$ cat config.mk
export PLATFORM = sky130hd
export DESIGN_NAME = ps2_host_tx
export DESIGN_NICKNAME = d
export VERILOG_FILES = /design/src/rtl/ps2_host_tx.sv
export SDC_FILE = /design/constraint.sdc
export NUM_CORES = 1
export LEC_CHECK = 0
export ABC_AREA = 0
export ABC_CLOCK_PERIOD_IN_PS = 6500
export BUFFER_PORTS_ARGS = -buffer_cell sky130_fd_sc_hd__buf_2
export CAP_MARGIN = 20
export CORE_MARGIN = 10
export CORE_UTILIZATION = 46
export CTS_BUF_LIST = sky130_fd_sc_hd__clkbuf_4 sky130_fd_sc_hd__clkbuf_8
export DETAILED_ROUTE_END_ITERATION = 12
export PLACE_DENSITY = 0.72
export SYNTH_ARGS = -nofsm -noshare
export SYNTH_HDL_FRONTEND = slang
export SYNTH_SLANG_ARGS = --single-unit
$ cat constraint.sdc
create_clock -name clk -period 6.5 [get_ports clk]
set_input_delay 0.65 -clock clk [delete_from_list [all_inputs] [get_ports clk]]
set_output_delay 0.65 -clock clk [all_outputs]
set_load 0.05 [all_outputs]
$ cat src/rtl/ps2_host_tx.sv
// PS/2 host-to-device transmitter: inhibits the clock to request to send, then shifts
// start/data/parity/stop on device clock falls and checks the device ACK.
module ps2_host_tx #(
  parameter int unsigned clock_filter   = 24,
  parameter int unsigned inhibit_cycles = 12000,
  parameter int unsigned timeout_cycles = 2400000
) (
  input  logic       clk,
  input  logic       reset,
  input  logic       ps2_clk_in,
  input  logic       ps2_dat_in,
  output logic       ps2_clk_oe,
  output logic       ps2_dat_oe,
  input  logic [7:0] tx_byte,
  input  logic       tx_valid,
  output logic       tx_ready,
  output logic       tx_done,
  output logic       tx_error,
  output logic       busy
);
  localparam int unsigned FW = $clog2(clock_filter) + 1;
  localparam int unsigned IW = $clog2(inhibit_cycles) + 1;
  localparam int unsigned TW = $clog2(timeout_cycles) + 1;
  localparam logic [FW-1:0] FILT_LAST = FW'(clock_filter - 1);
  localparam logic [IW-1:0] INH_LAST  = IW'(inhibit_cycles - 1);
  localparam logic [TW-1:0] TO_LAST   = TW'(timeout_cycles - 1);

  typedef enum logic [2:0] {IDLE, INHIBIT, REQ, SHIFT, ACK, WAITIDLE} state_t;

  // Line conditioning: index 0 = PS2_CLK, index 1 = PS2_DATA.
  logic [1:0]         sync1_q, sync1_d, sync2_q, sync2_d, filt_q, filt_d;
  logic [1:0][FW-1:0] fcnt_q, fcnt_d;
  logic               fall_q, fall_d;

  state_t        state_q, state_d;
  logic [9:0]    frame_q, frame_d;
  logic [3:0]    bit_cnt_q, bit_cnt_d;
  logic [IW-1:0] inh_cnt_q, inh_cnt_d;
  logic [TW-1:0] to_cnt_q, to_cnt_d;
  logic          clk_oe_q, clk_oe_d, dat_oe_q, dat_oe_d;
  logic          done_q, done_d, error_q, error_d;
  logic          busy_q, busy_d, ready_q, ready_d;

  always_comb begin
    sync1_d = {ps2_dat_in, ps2_clk_in};
    sync2_d = sync1_q;
    filt_d  = filt_q;
    fcnt_d  = '0;
    for (int unsigned i = 0; i < 2; i++) begin
      if (sync2_q[i] != filt_q[i]) begin
        if (fcnt_q[i] == FILT_LAST) filt_d[i] = sync2_q[i];
        else fcnt_d[i] = fcnt_q[i] + 1'b1;
      end
    end
    fall_d = filt_q[0] & ~filt_d[0];
  end

  always_ff @(posedge clk) begin
    if (reset) begin
      sync1_q <= '1;
      sync2_q <= '1;
      filt_q  <= '1;
      fcnt_q  <= '0;
      fall_q  <= 1'b0;
    end else begin
      sync1_q <= sync1_d;
      sync2_q <= sync2_d;
      filt_q  <= filt_d;
      fcnt_q  <= fcnt_d;
      fall_q  <= fall_d;
    end
  end

  always_comb begin
    state_d   = state_q;
    frame_d   = frame_q;
    bit_cnt_d = bit_cnt_q;
    inh_cnt_d = inh_cnt_q;
    to_cnt_d  = to_cnt_q;
    clk_oe_d  = clk_oe_q;
    dat_oe_d  = dat_oe_q;
    done_d    = 1'b0;
    error_d   = 1'b0;
    case (state_q)
      IDLE: begin
        clk_oe_d = 1'b0;
        dat_oe_d = 1'b0;
        if (tx_valid && ready_q) begin
          frame_d   = {1'b1, ~^tx_byte, tx_byte};
          bit_cnt_d = '0;
          inh_cnt_d = '0;
          clk_oe_d  = 1'b1;
          state_d   = INHIBIT;
        end
      end
      INHIBIT: begin
        if (inh_cnt_q == INH_LAST) begin
          clk_oe_d = 1'b0;
          dat_oe_d = 1'b1;
          to_cnt_d = '0;
          state_d  = REQ;
        end else begin
          inh_cnt_d = inh_cnt_q + 1'b1;
        end
      end
      REQ, SHIFT, ACK, WAITIDLE: begin
        // Timeout is checked first so it wins over a coincident fall strobe.
        if (to_cnt_q == TO_LAST) begin
          clk_oe_d = 1'b0;
          dat_oe_d = 1'b0;
          error_d  = 1'b1;
          state_d  = IDLE;
        end else begin
          to_cnt_d = to_cnt_q + 1'b1;
          if ((state_q == REQ || state_q == SHIFT) && fall_q) begin
            bit_cnt_d = bit_cnt_q + 4'd1;
            dat_oe_d  = ~frame_q[0];
            frame_d   = {1'b0, frame_q[9:1]};
            state_d   = (bit_cnt_q == 4'd9) ? ACK : SHIFT;
          end else if (state_q == ACK && fall_q) begin
            if (!filt_q[1]) begin
              state_d = WAITIDLE;
            end else begin
              error_d  = 1'b1;
              clk_oe_d = 1'b0;
              dat_oe_d = 1'b0;
              state_d  = IDLE;
            end
          end else if (state_q == WAITIDLE && filt_q[0] && filt_q[1]) begin
            done_d  = 1'b1;
            state_d = IDLE;
          end
        end
      end
      default: state_d = IDLE;
    endcase
    ready_d = (state_d == IDLE);
    busy_d  = (state_d != IDLE);
  end

  always_ff @(posedge clk) begin
    if (reset) begin
      state_q   <= IDLE;
      frame_q   <= '0;
      bit_cnt_q <= '0;
      inh_cnt_q <= '0;
      to_cnt_q  <= '0;
      clk_oe_q  <= 1'b0;
      dat_oe_q  <= 1'b0;
      done_q    <= 1'b0;
      error_q   <= 1'b0;
      busy_q    <= 1'b0;
      ready_q   <= 1'b0;
    end else begin
      state_q   <= state_d;
      frame_q   <= frame_d;
      bit_cnt_q <= bit_cnt_d;
      inh_cnt_q <= inh_cnt_d;
      to_cnt_q  <= to_cnt_d;
      clk_oe_q  <= clk_oe_d;
      dat_oe_q  <= dat_oe_d;
      done_q    <= done_d;
      error_q   <= error_d;
      busy_q    <= busy_d;
      ready_q   <= ready_d;
    end
  end

  assign ps2_clk_oe = clk_oe_q;
  assign ps2_dat_oe = dat_oe_q;
  assign tx_done    = done_q;
  assign tx_error   = error_q;
  assign busy       = busy_q;
  assign tx_ready   = ready_q;
endmodule

==> results.md <==
* Worst-case headroom to the max-slew limit at between 30% and 40%
* I/O Pins at 19
* Kind of launch point of the worst setup path: register
* Max-cap violation count at 0
* Number of routed nets with antenna violations at 0
* Detailed-route DRC error count at 0
* Worst min path class: reg2reg
* Setup TNS at 0 ns
* Async SR Flop Fraction at 0%
* Number of pins exceeding their max-slew limit in the final report at 0
* Final Hold Vio Count at 0
* Data arrival at the endpoint of the critical path at 3.06 ns
* Pin count of the biggest net entering global routing at 33
* Syn. warnings at 0
* Period Utilization, post-route at a little over two fifths
* Leakage power of the design at 1.423 nW
* Fraction of synthesized cell area taken by the top area cell type at roughly two fifths
* Die boundary height at 113.7 um
* First-pass GRT wire length at 14740 um
* Port buffer count at 18
* H-Tree Level Count at 3
* Number of diodes at 0
* Mean Syn Cell Area at 8.269 sq um
* Reg area at 0.001602 sq mm
* Growth of design area from synthesis to finish at 8.496%
* Setup repair after global routing missed its margin: false
* GP Congestion at a little over 0.8
* Die Width at 113.7 um
* Clk Tree Root Cell: sky130_fd_sc_hd__clkbuf_8
* Router iterations before antenna repair at 5
* Placement row count at 34
* Clock tree from TritonCTS: built
* Max rail drop VDD at roughly 0.14 mV
* Wire length reported by the detailed router at 8650 um
* Postcts setup bufs at 0
* Least-Margin Pin Slew at 0.9896 ns
* EDFF count, synth at 0
* Final nets at 512
* Clk_lat worst skew at ~0.36 ns
* CTS sink count at 80
* Part of the Yosys area used for sequential elements at between 30% and 40%
* DIE AREA at 0.01292 sq mm
* Flip-flop and latch count after synthesis at 80
* Worst Path Required at 6.78 ns
* Total track usage at 13.40%
* Fraction of layout instances using a drive strength above 1 at 9.639%
* Fillers at about 820
* Total power per unit cell area at 222.0 mW/mm^2
* Initial antenna violation count at 0
* Leading register cell type out of synthesis: sky130_fd_sc_hd__dfxtp_1
* Total via count in the routed design at approximately 3600
* Number of endpoints failing setup at the final stage at 0
* Cell count after synthesis at 488
* Worst clock skew at between 0.015 and 0.02 ns
* Gr ovfl total at 0
* Maximum count of clock buffers along a single path at 2
* Highest clock rate at 359.4 MHz
* Post-cts repair resize count at 0
* Run status: completed
* Vias per cell at between 5 and 6
* Maximum fanout encountered on the critical timing path at 31
* Iteration-0 DRC Markers at 234
* Slack of the worst reg-to-reg path at 3.72 ns
* Endpoint kind of the worst setup timing path: register
* Area occupied by multi-input gates at around 0.0023 sq mm
* DP HPWL at 5940 um
* Routed len/inst at 14.27 um
* Core Box Area at 0.008636 sq mm
* Final total power at just under 0.001 W
* Crit Path Category: reg2reg
* Largest area contributor in the netlist: sky130_fd_sc_hd__dfxtp_1
* Number of global-route vias before repair at roughly 3200
* Cell types occupying the most area after synthesis: sky130_fd_sc_hd__dfxtp_1 40%, sky130_fd_sc_hd__nand2_1 6.0%, sky130_fd_sc_hd__a21oi_1 4.5%, sky130_fd_sc_hd__nand3_1 4.3%, sky130_fd_sc_hd__mux2i_1 4.0%
* Netlist area before placement at 0.004035 sq mm
* Net count of the mapped netlist at ~510
* Number of hold buffers added after CTS at 0
* Number of distinct standard cells referenced by the synthesized netlist at 50
* Starting density of the core at 46.73%
* Number of buffers added by the clock tree synthesis step at 9
* Clock transition at the register clock pins on the worst setup and hold paths after CTS at roughly 0.09 ns
* Shortest clock period the worst path allows after layout at roughly 2.8 ns
[final timing paths]
path         startpoint           to  cells past startpoint
max reg2reg  state_q[1]  to_cnt_q[4]                      5
min reg2reg  sync1_q[1]   sync2_q[1]                      1
max          state_q[1]  to_cnt_q[4]                      5
min          sync1_q[1]   sync2_q[1]                      1
[logic make-up (layout without fill, tap and decap cells)]
| group | count (synthesis) | after routing | synth area share (%) |
|---|---|---|---|
| xor+xnor | 22 | 22 | 4.775 |
| flops | 80 | 80 | 39.69 |
| compound gates | 88 | 88 | 13.64 |
| buf+inv | 37 | 47 | 3.907 |
| mux | 16 | 16 | 3.969 |
| simple gates | 239 | 239 | 32.16 |
| fa+ha+maj | 6 | 6 | 1.860 |
[worst max-delay path: stages (launching register included)]
cell and delay, ns:
sky130_fd_sc_hd__dfxtp_1 0.64, sky130_fd_sc_hd__xor2_1 0.83, sky130_fd_sc_hd__nor2_1 0.08, sky130_fd_sc_hd__a31o_2 0.44
sky130_fd_sc_hd__or4_1 0.52, sky130_fd_sc_hd__a21oi_1 0.17
[synthesized netlist by cell type (11+ instances only)]
| library cell | n |
|---|---|
| sky130_fd_sc_hd__a21oi_1 | 36 |
| sky130_fd_sc_hd__a311oi_1 | 11 |
| sky130_fd_sc_hd__clkbuf_1 | 20 |
| sky130_fd_sc_hd__dfxtp_1 | 80 |
| sky130_fd_sc_hd__inv_1 | 11 |
| sky130_fd_sc_hd__mux2i_1 | 16 |
| sky130_fd_sc_hd__nand2_1 | 64 |
| sky130_fd_sc_hd__nand2b_1 | 15 |
| sky130_fd_sc_hd__nand3_1 | 35 |
| sky130_fd_sc_hd__nor2_1 | 34 |
| sky130_fd_sc_hd__nor4_1 | 13 |
| sky130_fd_sc_hd__o21ai_0 | 17 |
| sky130_fd_sc_hd__o31ai_1 | 11 |
| sky130_fd_sc_hd__or3_1 | 11 |
| sky130_fd_sc_hd__xnor2_1 | 12 |
[sequential cells by signal, indices dropped and copies added, names as in the netlist, 2 cells and up]
signal / count
bit_cnt_q: 4
fcnt_q: 12
filt_q: 2
frame_q: 10
inh_cnt_q: 15
state_q: 3
sync1_q: 2
sync2_q: 2
to_cnt_q: 23
[routing by layer]
layer  share of wire [%]  track usage [%]  vias up  wire length (um)
met5                   0                0        -                 0
met3                 4.3            3.202       19               373
met2                  46            21.08       80              3992
li1                    -                -     1788                 -
met4                 2.0            5.753        0               174
met1                  48            17.10     1678              4111
[cell usage in the layout (no fill, tap or decap), types with 12 or more instances in the layout]
cell,instances
sky130_fd_sc_hd__nor2_1,34
sky130_fd_sc_hd__xnor2_1,12
sky130_fd_sc_hd__nand2_1,64
sky130_fd_sc_hd__nand2b_1,15
sky130_fd_sc_hd__mux2i_1,16
sky130_fd_sc_hd__nor4_1,13
sky130_fd_sc_hd__dfxtp_1,80
sky130_fd_sc_hd__buf_2,18
sky130_fd_sc_hd__a21oi_1,36
sky130_fd_sc_hd__o21ai_0,17
sky130_fd_sc_hd__nand3_1,35
[report_power, final]
group | switching (W) | leakage, nW | internal, W
sequential | 0.00000600 | 0.648 | 0.000499
combinational | 0.0000515 | 0.674 | 0.0000264
clock | 0.000195 | 0.101 | 0.000193
[per-stage QoR]
stage	utilization, %	hold slack (ns)	setup slack (ns)	std cells	area (sq um)
final	50.70	0.4189	3.718	606	4378
after detailed placement	48.07	0.3982	3.765	589	4151
after global routing	50.70	0.4378	3.459	606	4378
after CTS	50.52	0.4198	3.710	605	4363
after floorplan	-	0.3895	4.233	488	4035
after global placement	48.07	0.3931	3.878	589	4151
[layout make-up]
type,count,area share (%)
Clock buffer,10,3.144
Clock inverter,6,1.686
Inverter,11,0.9431
Multi-Input combinational cell,371,51.99
Sequential cell,80,36.58
Tap cell,108,3.087
Timing Repair Buffer,20,2.572
No activity file was read; power rests on OpenSTA's default activity.
